**src/rtl/lc3b_types.sv**
```systemverilog
// Shared LC-3b memory-side types used by the cache hierarchy.
// Line tags drop the in-line byte offset so that lines can be matched by address.
package lc3b_types;

    typedef logic [15:0]  lc3b_word;
    typedef logic [127:0] lc3b_burst;
    typedef logic [11:0]  lc3b_line_tag;

    localparam int LINE_OFFSET_BITS = 4;

    typedef enum logic [1:0] {
        IDLE    = 2'd0,
        RESP    = 2'd1,
        MEMREAD = 2'd2,
        DRAIN   = 2'd3
    } wb_state_e;

endpackage

```
**src/rtl/wb_fifo_array.sv**
```systemverilog
// Circular store of buffered dirty lines with a parallel tag search.
// Coalescing keeps at most one entry per line, so the first hit found is the only one.
module wb_fifo_array
    import lc3b_types::*;
#(
    parameter int DEPTH = 4,
    localparam int PW = $clog2(DEPTH),
    localparam int CW = PW + 1
) (
    input  logic         clk,
    input  logic         rst_n,
    input  lc3b_line_tag lookup_tag,
    output logic         hit,
    output logic [PW-1:0] hit_idx,
    output lc3b_burst    hit_data,
    input  logic         push,
    input  logic         coal,
    input  lc3b_line_tag wr_tag,
    input  lc3b_burst    wr_data,
    input  logic         pop,
    output lc3b_line_tag head_tag,
    output lc3b_burst    head_data,
    output logic         full,
    output logic         empty
);

    lc3b_line_tag  tag_q  [DEPTH];
    lc3b_burst     data_q [DEPTH];
    logic [DEPTH-1:0] valid_q;
    logic [PW-1:0] head_q;
    logic [PW-1:0] tail_q;
    logic [CW-1:0] count_q;
    logic [CW-1:0] count_d;
    logic          empty_q;

    always_comb begin
        hit     = 1'b0;
        hit_idx = '0;
        for (int i = 0; i < DEPTH; i++) begin
            if (valid_q[i] && (tag_q[i] == lookup_tag)) begin
                hit     = 1'b1;
                hit_idx = PW'(i);
            end
        end
    end

    assign hit_data  = data_q[hit_idx];
    assign head_tag  = tag_q[head_q];
    assign head_data = data_q[head_q];
    assign full      = (count_q == CW'(DEPTH));
    assign empty     = empty_q;
    assign count_d   = count_q + CW'(push) - CW'(pop);

    always_ff @(posedge clk or negedge rst_n) begin
        if (!rst_n) begin
            valid_q <= '0;
            head_q  <= '0;
            tail_q  <= '0;
            count_q <= '0;
            empty_q <= 1'b1;
        end else begin
            if (push) begin
                valid_q[tail_q] <= 1'b1;
                tail_q          <= tail_q + PW'(1);
            end
            if (pop) begin
                valid_q[head_q] <= 1'b0;
                head_q          <= head_q + PW'(1);
            end
            count_q <= count_d;
            empty_q <= (count_d == '0);
        end
    end

    // Payload storage carries no reset; valid bits alone define occupancy.
    always_ff @(posedge clk) begin
        if (push) begin
            tag_q[tail_q]  <= wr_tag;
            data_q[tail_q] <= wr_data;
        end else if (coal) begin
            data_q[hit_idx] <= wr_data;
        end
    end

endmodule

```
**src/rtl/l2_write_buffer.sv**
```systemverilog
// Eviction buffer between L2 and physical memory: absorbs writebacks,
// forwards buffered lines to read misses and drains oldest-first when idle or full.
//
// state   | meaning
// IDLE    | arbitrate L2 request or start an idle drain
// RESP    | one-cycle mem_resp to L2
// MEMREAD | read miss outstanding on pmem
// DRAIN   | head entry being written to pmem
module l2_write_buffer
    import lc3b_types::*;
#(
    parameter int DEPTH = 4
) (
    input  logic         clk,
    input  logic         rst_n,
    input  logic         mem_read,
    input  logic         mem_write,
    input  logic [15:0]  mem_address,
    input  logic [127:0] mem_wdata,
    output logic         mem_resp,
    output logic [127:0] mem_rdata,
    output logic         pmem_read,
    output logic         pmem_write,
    output logic [15:0]  pmem_address,
    output logic [127:0] pmem_wdata,
    input  logic         pmem_resp,
    input  logic [127:0] pmem_rdata,
    output logic         empty
);

    localparam int PW = $clog2(DEPTH);

    wb_state_e     state;
    lc3b_line_tag  req_tag;
    logic          hit;
    logic [PW-1:0] hit_idx;
    lc3b_burst     hit_data;
    lc3b_line_tag  head_tag;
    lc3b_burst     head_data;
    logic          full;
    logic          push;
    logic          coal;
    logic          pop;
    logic [LINE_OFFSET_BITS-1:0] unused_addr_bits;

    assign req_tag          = mem_address[15:LINE_OFFSET_BITS];
    assign unused_addr_bits = mem_address[LINE_OFFSET_BITS-1:0];

    // Reads take precedence, so a write is only absorbed when no read is pending.
    assign push = (state == IDLE) && !mem_read && mem_write && !hit && !full;
    assign coal = (state == IDLE) && !mem_read && mem_write && hit;
    assign pop  = (state == DRAIN) && pmem_resp;

    wb_fifo_array #(.DEPTH(DEPTH)) u_fifo (
        .clk        (clk),
        .rst_n      (rst_n),
        .lookup_tag (req_tag),
        .hit        (hit),
        .hit_idx    (hit_idx),
        .hit_data   (hit_data),
        .push       (push),
        .coal       (coal),
        .wr_tag     (req_tag),
        .wr_data    (mem_wdata),
        .pop        (pop),
        .head_tag   (head_tag),
        .head_data  (head_data),
        .full       (full),
        .empty      (empty)
    );

    always_ff @(posedge clk or negedge rst_n) begin
        if (!rst_n) begin
            state        <= IDLE;
            mem_resp     <= 1'b0;
            mem_rdata    <= '0;
            pmem_read    <= 1'b0;
            pmem_write   <= 1'b0;
            pmem_address <= '0;
            pmem_wdata   <= '0;
        end else begin
            case (state)
                IDLE: begin
                    if (mem_read) begin
                        if (hit) begin
                            mem_rdata <= hit_data;
                            mem_resp  <= 1'b1;
                            state     <= RESP;
                        end else begin
                            pmem_read    <= 1'b1;
                            pmem_address <= {req_tag, {LINE_OFFSET_BITS{1'b0}}};
                            state        <= MEMREAD;
                        end
                    end else if (mem_write && (hit || !full)) begin
                        mem_resp <= 1'b1;
                        state    <= RESP;
                    end else if (mem_write || !empty) begin
                        // Full-buffer write: make room first, the write retries afterwards.
                        pmem_write   <= 1'b1;
                        pmem_address <= {head_tag, {LINE_OFFSET_BITS{1'b0}}};
                        pmem_wdata   <= head_data;
                        state        <= DRAIN;
                    end
                end
                RESP: begin
                    mem_resp <= 1'b0;
                    state    <= IDLE;
                end
                MEMREAD: begin
                    if (pmem_resp) begin
                        pmem_read <= 1'b0;
                        mem_rdata <= pmem_rdata;
                        mem_resp  <= 1'b1;
                        state     <= RESP;
                    end
                end
                DRAIN: begin
                    if (pmem_resp) begin
                        pmem_write <= 1'b0;
                        state      <= IDLE;
                    end
                end
                default: state <= IDLE;
            endcase
        end
    end

endmodule

```
**config.mk**
```make
export PLATFORM = sky130hd
export DESIGN_NAME = l2_write_buffer
export DESIGN_NICKNAME = d
export VERILOG_FILES = /design/src/rtl/lc3b_types.sv /design/src/rtl/wb_fifo_array.sv /design/src/rtl/l2_write_buffer.sv
export SDC_FILE = /design/constraint.sdc
export NUM_CORES = 1
export LEC_CHECK = 0
export BUFFER_PORTS_ARGS = -buffer_cell sky130_fd_sc_hd__buf_2
export CORE_MARGIN = 3
export CORE_UTILIZATION = 52
export DETAILED_ROUTE_END_ITERATION = 6
export GPL_TIMING_DRIVEN = 0
export PLACE_DENSITY = 0.86
export SKIP_CTS_REPAIR_TIMING = 1
export SYNTH_ARGS = -nofsm -noshare
export SYNTH_HDL_FRONTEND = slang
export SYNTH_HIERARCHICAL = 1
export SYNTH_SLANG_ARGS = --single-unit
export TNS_END_PERCENT = 1
```
**constraint.sdc**
```tcl
create_clock -name clk -period 11.5 [get_ports clk]
set_input_delay 2.3 -clock clk [delete_from_list [all_inputs] [get_ports clk]]
set_output_delay 2.3 -clock clk [all_outputs]
set_load 0.01 [all_outputs]
```
# Yosys cells after proc, flatten, opt, wreduce, memory -nomap -nowiden
# Memories as Yosys holds them, arrays and structs flattened. A register that Yosys moved wholly into a read port is not among the register bits.
# Index checks and enable logic that the tools add are counted.
[word_totals]
output_inout_bits = 276
input_bits = 277
ram_bits = 560
memories = 2
reg_bits = 161
wordCells = 130
[mem_list]
columns = ["name", "words", "width", "read_ports", "rd_clocked_by_memory_dff", "write_ports", "line_no", "source"]
rows = [
  ["u_fifo.data_q", 4, 128, 2, 1, 1, "wb_fifo_array.sv:28", "lc3b_burst data_q [DEPTH];"],
  ["u_fifo.tag_q", 4, 12, 5, 0, 1, "wb_fifo_array.sv:27", "lc3b_line_tag tag_q [DEPTH];"],
]
[op_classes]
bitwise = 5
reduce_logical = 34
eq_ne = 21
n_addsub = 4
muxes = 49
magnitude_cmp = 4
[ops]
columns = ["cell", "count"]
rows = [
  ["128-bit two-way mux", 4],
  ["128-bit one-hot mux with 2 select lines", 1],
  ["128-bit OR reduction", 1],
  ["16-bit two-way mux", 4],
  ["12-bit equality test", 4],
  ["1-bit two-way mux", 23],
  ["4-bit AND reduction", 5],
  ["2-bit two-way mux", 9],
  ["2-bit != test (second input constant)", 9],
  ["1-bit logical AND", 13],
  ["4-bit two-way mux", 2],
  ["2-bit one-hot mux with 4 select lines", 1],
  ["2-bit by 3-bit less-than comparator with 1-bit output (second input constant)", 2],
  ["2-bit nonzero test", 3],
  ["1-bit zero test", 5],
  ["5-bit AND reduction", 1],
  ["2-bit by 1-bit adder with 2-bit output (second input constant)", 2],
  ["4-bit AND", 1],
  ["1-bit demux with 2-bit select", 2],
  ["2-bit equality test (second input constant)", 2],
  ["2-bit by 1-bit >= comparator with 1-bit output (second input constant)", 2],
  ["4-bit by 2-bit != test with 1-bit output (second input constant)", 1],
  ["4-bit NOT", 1],
  ["4-bit bitwise OR", 1],
  ["15 further kinds", 18],
]

# Depth between registers and ports, before layout
# Gate-level depths: netlist of the first run.
# An unclocked memory read counts as a cell.
[logic_depth]
ltp_word = 14
ltp_mapped = 14
mapped_depth_nobuf = 12

# Modules after synthesis
# The synthesis of the first run kept the hierarchy.
[modules_own_cells]
columns = ["module", "n_inst", "area_each_um2", "cells_each"]
rows = [
  ["wb_fifo_array", 1, 26035.0, 1607],
  ["l2_write_buffer", 1, 11747.5, 913],
]

# Worst setup path before layout of the first run
# OpenSTA, ideal clock, no wires.
[synth_timing]
path_kind = "input port to flip-flop"
from = "in mem_address[13]"
to = "mem u_fifo/data_q[0][0] (netlist name), enable pin"
path_slack_ns = -2.879
arrival_time_ns = 13.570
cell_stages = 10
setup_ns = 0.808
n_path_buf = 3
t_required_ns = 10.692
path_cell_list = "buf_2 -> xnor2_1 -> nand3_1 -> nor4_4 -> clkbuf_1 -> nand2b_1 -> nand3b_1 -> nor4b_1 -> clkbuf_1 -> o32ai_1"
[synth_lines]
columns = ["element", "line_no", "source"]
rows = [
  ["from (decl)", "l2_write_buffer.sv:18", "input logic [15:0] mem_address,"],
  ["12-bit equality test", "wb_fifo_array.sv:40", "if (valid_q[i] && (tag_q[i] == lookup_tag)) begin"],
  ["1-bit logical AND", "wb_fifo_array.sv:40", ""],
  ["2-bit two-way mux", "wb_fifo_array.sv:40", ""],
  ["2-bit two-way mux (*)", "wb_fifo_array.sv:40", ""],
  ["net hit_idx[1]", "l2_write_buffer.sv:36", "logic [PW-1:0] hit_idx;"],
  ["2-bit two-way mux (no source line) (*)", "-", ""],
  ["to (decl)", "wb_fifo_array.sv:28", ""],
]
# The timed path passes the listed nets; every way through them passes the cells marked *.

# Final worst setup path of the first run
[layout_timing]
from = "in mem_address[13]"
to = "mem u_fifo/data_q[1][21] (netlist name), enable pin"
# The elaborated chain is that of the path after synthesis.

==> results of run 1 <==
power breakdown:
group	internal, µW	switching [µW]	leakage, µW
sequential	3890	369	0.00830
clock	1650	1210	0.00142
combinational	1610	1830	0.00781
cell usage in the layout (no fill, tap or decap), types with 8 or more instances in the layout:
master,count
clkbuf_16,87
nor2_1,263
a21oi_1,131
buf_4,11
diode_2,25
buf_2,615
buf_1,20
mux4_2,140
o21ai_0,8
ha_1,10
xnor2_1,21
dfrtp_1,284
nand2_1,137
clkbuf_1,98
bufinv_16,9
buf_6,11
or3_1,12
o221a_2,12
edfxtp_1,560
xor2_1,31
clkinv_2,18
inv_1,11
o41ai_2,111
o41ai_1,17
buf_16,24
mux2_4,77
mux2_2,51
mux2i_1,128
nor3_1,259
stage by stage:
step	power, µW	cell area (µm²)	worst slack, ns
3_5_place_dp	7707	42640	3.115
5_1_grt	10990	45560	3.528
3_3_place_gp	7598	41710	-12.33
2_1_floorplan	6382	37790	-2.729
4_1_cts	10580	45530	3.792
6_report	10550	45590	3.649
per-layer routing:
layer | track usage (%) | part of all wire (%)
met1 | 36.54 | 35
met2 | 47.99 | 49
met3 | 7.736 | 11
met4 | 14.61 | 5.0
met5 | 0 | 0.068
how the worst max path moves through the flow:
stage / slack, ns / start / to
4_1_cts: 3.79 / mem_address[13] / u_fifo/data_q[1][22]
3_5_place_dp: 3.12 / mem_address[13] / u_fifo/data_q[1][46]
6_report: 3.65 / mem_address[13] / u_fifo/data_q[1][21]
3_3_place_gp: -12.33 / mem_address[13] / u_fifo/data_q[2][62]
5_1_grt: 3.53 / mem_address[13] / u_fifo/data_q[1][23]
2_1_floorplan: -2.73 / mem_address[13] / u_fifo/data_q[2][0]
area by class of cell:
| cell class | instances | share of cell area (%) |
|---|---|---|
| antenna | 25 | 0.1372 |
| buffer | 202 | 2.160 |
| clock buffer | 105 | 5.055 |
| clock inverter | 51 | 1.284 |
| inverter | 11 | 0.09057 |
| multi-input combinational | 1464 | 28.25 |
| sequential | 845 | 52.53 |
| tap | 950 | 2.607 |
| timing repair buffer | 580 | 7.888 |
registers in the layout (all words and copies together) (netlist names), 2 cells and up:
| signal | count |
|---|---|
| mem_rdata | 128 |
| u_fifo/valid_q | 4 |
| state | 2 |
| u_fifo/head_q | 2 |
| pmem_address | 12 |
| pmem_wdata | 128 |
| u_fifo/count_q | 3 |
| u_fifo/data_q | 512 |
| u_fifo/tail_q | 2 |
| u_fifo/tag_q | 48 |
worst register-to-register path: cells and delay by family (launching register included):
family                 cells  cell delay (ns)
buffers and inverters      5             2.34
AO/OA/AOI/OAI              1             0.65
XOR/XNOR                   1             0.23
flip-flops                 1             0.43
AND/OR/NAND/NOR            6             2.36
==> run metrics, run 1 <==
status complete, but fails checks; failing checks capacitance limit, slew limit; CP cell instances buf_2 > buf_2 > xnor2_1 > and2_1 > nand4_1 > clkbuf_1 > nand2b_1 > nand3b_1 > nor4b_1 > clkbuf_1 > nand2_1 > o22ai_4 > buf_16 > buf_12 > buf_12; CP Depth 15; DRC viols 0; width of the chip 275.5 µm; largest buffer count on any clock path 3; Clk pin slew, worst setup/hold paths 0.06 ns; period utilization 68.27%; die height 275.5 µm; warnings from Yosys 6; dpl hpwl 79840 µm; CTS tree done; DRT Pass-1 Iters 6; Worst path top cell family by delay buffers and inverters; register-to-register setup slack 5.15 ns; Finished Core Util 63.56%; Worst R2R End u_fifo/data_q[1][21]; DIE AREA 0.07591 mm²; final non-filler cell total 4233; CP Max Fanout 23; CP max stage delay 1.06 ns; Num Clock Sinks 845; DRT antenna net count 0; Core Rows 98; crit path DAT 8.18 ns; unrepaired setup endpoints after global routing no; R2R Path Start u_fifo/tag_q[2][11]; max_cap viols 2; multi-input combinational cell area 0.01288 mm²; Cell Area, Synth 0.03777 mm²; clock latency on the worst-skew pair 0.63 ns; min-delay src pmem_wdata[11]; first-pass GRT wire length 166400 µm; total congestion overflow 0; layout cell share with drive strength beyond 1 37.23%; CP Launch Type primary input; Std-Cell Core Area 0.07173 mm²; final WL 114900 µm; setup TNS 0 ns; Register Area 0.02395 mm²; fmax 0.1274 GHz; WL per Instance 27.15 µm; Layout area overhead 20.69%; final setup violation count 0; initial antenna violation count 22; nets@finish 3476; PwrDens 231.5 mW/mm²; Total GRT Usage 29.41%; Hold Path Class reg2reg; R2R cell count 13; Post-Synthesis Cells 2519; vias in the first global route 26620; WHS Endpoint pmem_wdata[11]; # fillers 4958; Slowest cell on crit path nor4b_1; Required @ worst endpoint 11.82 ns; DR vias/cell 6.242; io pins 553; Worst Path Class, Setup in2reg; worst hold stages 1; syn_area_per_cell 15.00 µm²; Setup Skew 0.03109 ns; Bufs and invs on worst path 7; vias post-DR 26420; slew margin rel. -2.903%; Final Max Tran Viols 22; Slew @ Worst Pin 1.544 ns; Hold Slack 0.5025 ns; crit path time final 7.851 ns; largest net degree at the start of global routing 111; total CTS buffers 84; DP Cell Count 4052; DRT iter0 DRCs 2986; Worst Setup End Kind flop; Final Wtd Congestion 0.8826; Max IR drop VDD 0.1970 mV; H-tree levels 3; Hold Fails Final Rpt 0; initial core utilization 52.66%; Leakage 0.01754 µW; CTS root buffer clkbuf_16; I/O Buffers 544
(Power assumes the default switching activity.)
==> run 2, diff against run 1 <==
CORE_UTILIZATION = 58   (was 52)
PLACE_DENSITY = 0.9   (was 0.86)
clock period = 8.12 ns   (was 11.5 ns; I/O delays follow)
==> run 2 against run 1 <==
Wire length up 2.1%. Cell area down 0.36%. Sequential cell count unchanged. Count of clock-buffer cells in the layout up 6. The flow finishes with violations (DRC). Global-route usage up 4.5 points.
==> run metrics, run 2 (synthesis gave the netlist of run 1 again) <==
status complete, but fails checks; failing checks DRC; Hold Slack 0.5002 ns; Worst R2R End u_fifo/data_q[1][72]; vias post-DR 27090; initial antenna violation count 32; H-tree levels 3; worst setup path end u_fifo/data_q[1][72]; Total GRT Usage 33.94%; Num Clock Sinks 845; Worst path top cell family by delay simple AND/OR/NAND/NOR gates; R2R Path Start u_fifo/tag_q[2][7]; Reg with most FFs u_fifo/data_q; multi-input combinational cell area 0.01288 mm²; first-pass GRT wire length 171800 µm; Slowest cell on crit path nor4b_1; Bufs and invs on worst path 7; period utilization 93.61%; WL per Instance 28.41 µm; Required @ worst endpoint 8.44 ns; DRT antenna net count 0; CP Depth 15; crit path DAT 7.92 ns; total congestion overflow 0; setup TNS 0 ns; CP Launch Type primary input; top flop regs u_fifo/data_q (512), mem_rdata (128), pmem_wdata (128); DR vias/cell 6.557; number of flip-flops in the largest register 512; Worst Path Class, Setup in2reg; max_cap viols 0; Final Wtd Congestion 0.9141; CP Max Fanout 24; Hold Path Class reg2reg; die height 261.2 µm; total CTS buffers 86; unrepaired setup endpoints after global routing no; # fillers 3779; Finished Core Util 71.23%; dpl hpwl 79370 µm; I/O Buffers 544; layout cell share with drive strength beyond 1 37.15%; Layout area overhead 20.25%; clock latency on the worst-skew pair 0.64 ns; DRT iter0 DRCs 3692; Std-Cell Core Area 0.06377 mm²; Final Max Tran Viols 0; vias in the first global route 27460; crit path launch mem_address[11]; fmax 0.1316 GHz; largest buffer count on any clock path 3; final WL 117300 µm; DIE AREA 0.06823 mm²; slew margin rel. 8.400%; largest net degree at the start of global routing 115; most frequent cells in the layout buf_2 (615), edfxtp_1 (560), dfrtp_1 (284); PwrDens 331.7 mW/mm²; DRT Pass-1 Iters 7; Post-DP Area 0.04241 mm²; Clk pin slew, worst setup/hold paths 0.06 ns; nets@finish 3476; CTS root buffer clkbuf_16; Max IR drop VDD 0.2376 mV; initial core utilization 59.24%; CTS tree done; Hold Fails Final Rpt 0; DRC viols 1; DP Cell Count 3946; Register Area 0.02395 mm²; Setup Skew 0.02466 ns; crit path time final 7.601 ns; CP max stage delay 1.23 ns; Slew @ Worst Pin 1.355 ns; R2R cell count 14; Core Rows 92; CP cell instances buf_2 > xor2_1 > nor4_2 > nand4_1 > clkbuf_1 > nand2b_1 > nand3b_1 > nor4b_1 > clkbuf_1 > nand2_1 > o22ai_4 > buf_16 > buf_12 > buf_16 > buf_12; commonest non-fill, non-tap cell in the layout buf_2; Leakage 0.01753 µW; final setup violation count 0; final non-filler cell total 4131; Worst Setup End Kind flop; Final Cell Area 0.04543 mm²; width of the chip 261.2 µm; register-to-register setup slack 1.33 ns; io pins 553
==> run 2: cell count changes in the layout (fill, tap and decap cells not counted), moves of 2 or more <==
cell	delta
buf_16	-6
clkbuf_1	+4
clkinv_8	+4
buf_8	+3
inv_16	-3
inv_6	-3
bufinv_16	+2
clkbuf_2	+2
clkinvlp_4	-2
==> run 2: worst min-delay path by stage <==
stage | start | to | depth (start not counted)
floorplan | u_fifo/count_q[2] | u_fifo/count_q[2] | 1
CTS | u_fifo/count_q[2] | u_fifo/count_q[2] | 1
global route | pmem_wdata[21] | pmem_wdata[21] | 1
global placement | u_fifo/count_q[2] | u_fifo/count_q[2] | 1
finish | pmem_wdata[38] | pmem_wdata[38] | 1
detailed placement | u_fifo/count_q[2] | u_fifo/count_q[2] | 1
==> run 2: metal layers <==
layer | share of wire (%) | vias to the layer above | GRT usage (%) | routed length [µm]
li1 | - | 11030 | - | -
met1 | 34 | 13520 | 42.02 | 39670
met2 | 49 | 2071 | 55.44 | 57270
met3 | 12 | 448 | 9.109 | 13600
met4 | 5.7 | 22 | 17.32 | 6660
met5 | 0.12 | - | 0 | 145
==> run 2: layout make-up <==
class / count / share of cell area, %
Sequential cell: 845 / 52.72
Multi-Input combinational cell: 1464 / 28.35
Timing Repair Buffer: 578 / 7.696
Clock buffer: 111 / 5.148
Tap cell: 846 / 2.330
Buffer: 202 / 2.173
Clock inverter: 49 / 1.355
Antenna cell: 25 / 0.1377
Inverter: 11 / 0.09089
==> run 2: power by group <==
group | total, µW | internal, µW | switching [µW]
registers | 6060 | 5510 | 545
logic | 4890 | 2270 | 2620
clock network | 4120 | 2410 | 1710
==> run 2: through the flow <==
stage / total power, µW / setup slack (ns)
after floorplan: 9028 / -1.562
after global placement: 10700 / -7.753
after detailed placement: 10890 / 0.1211
after CTS: 15040 / 0.7054
after global routing: 15650 / 0.4702
final: 15070 / 0.5189
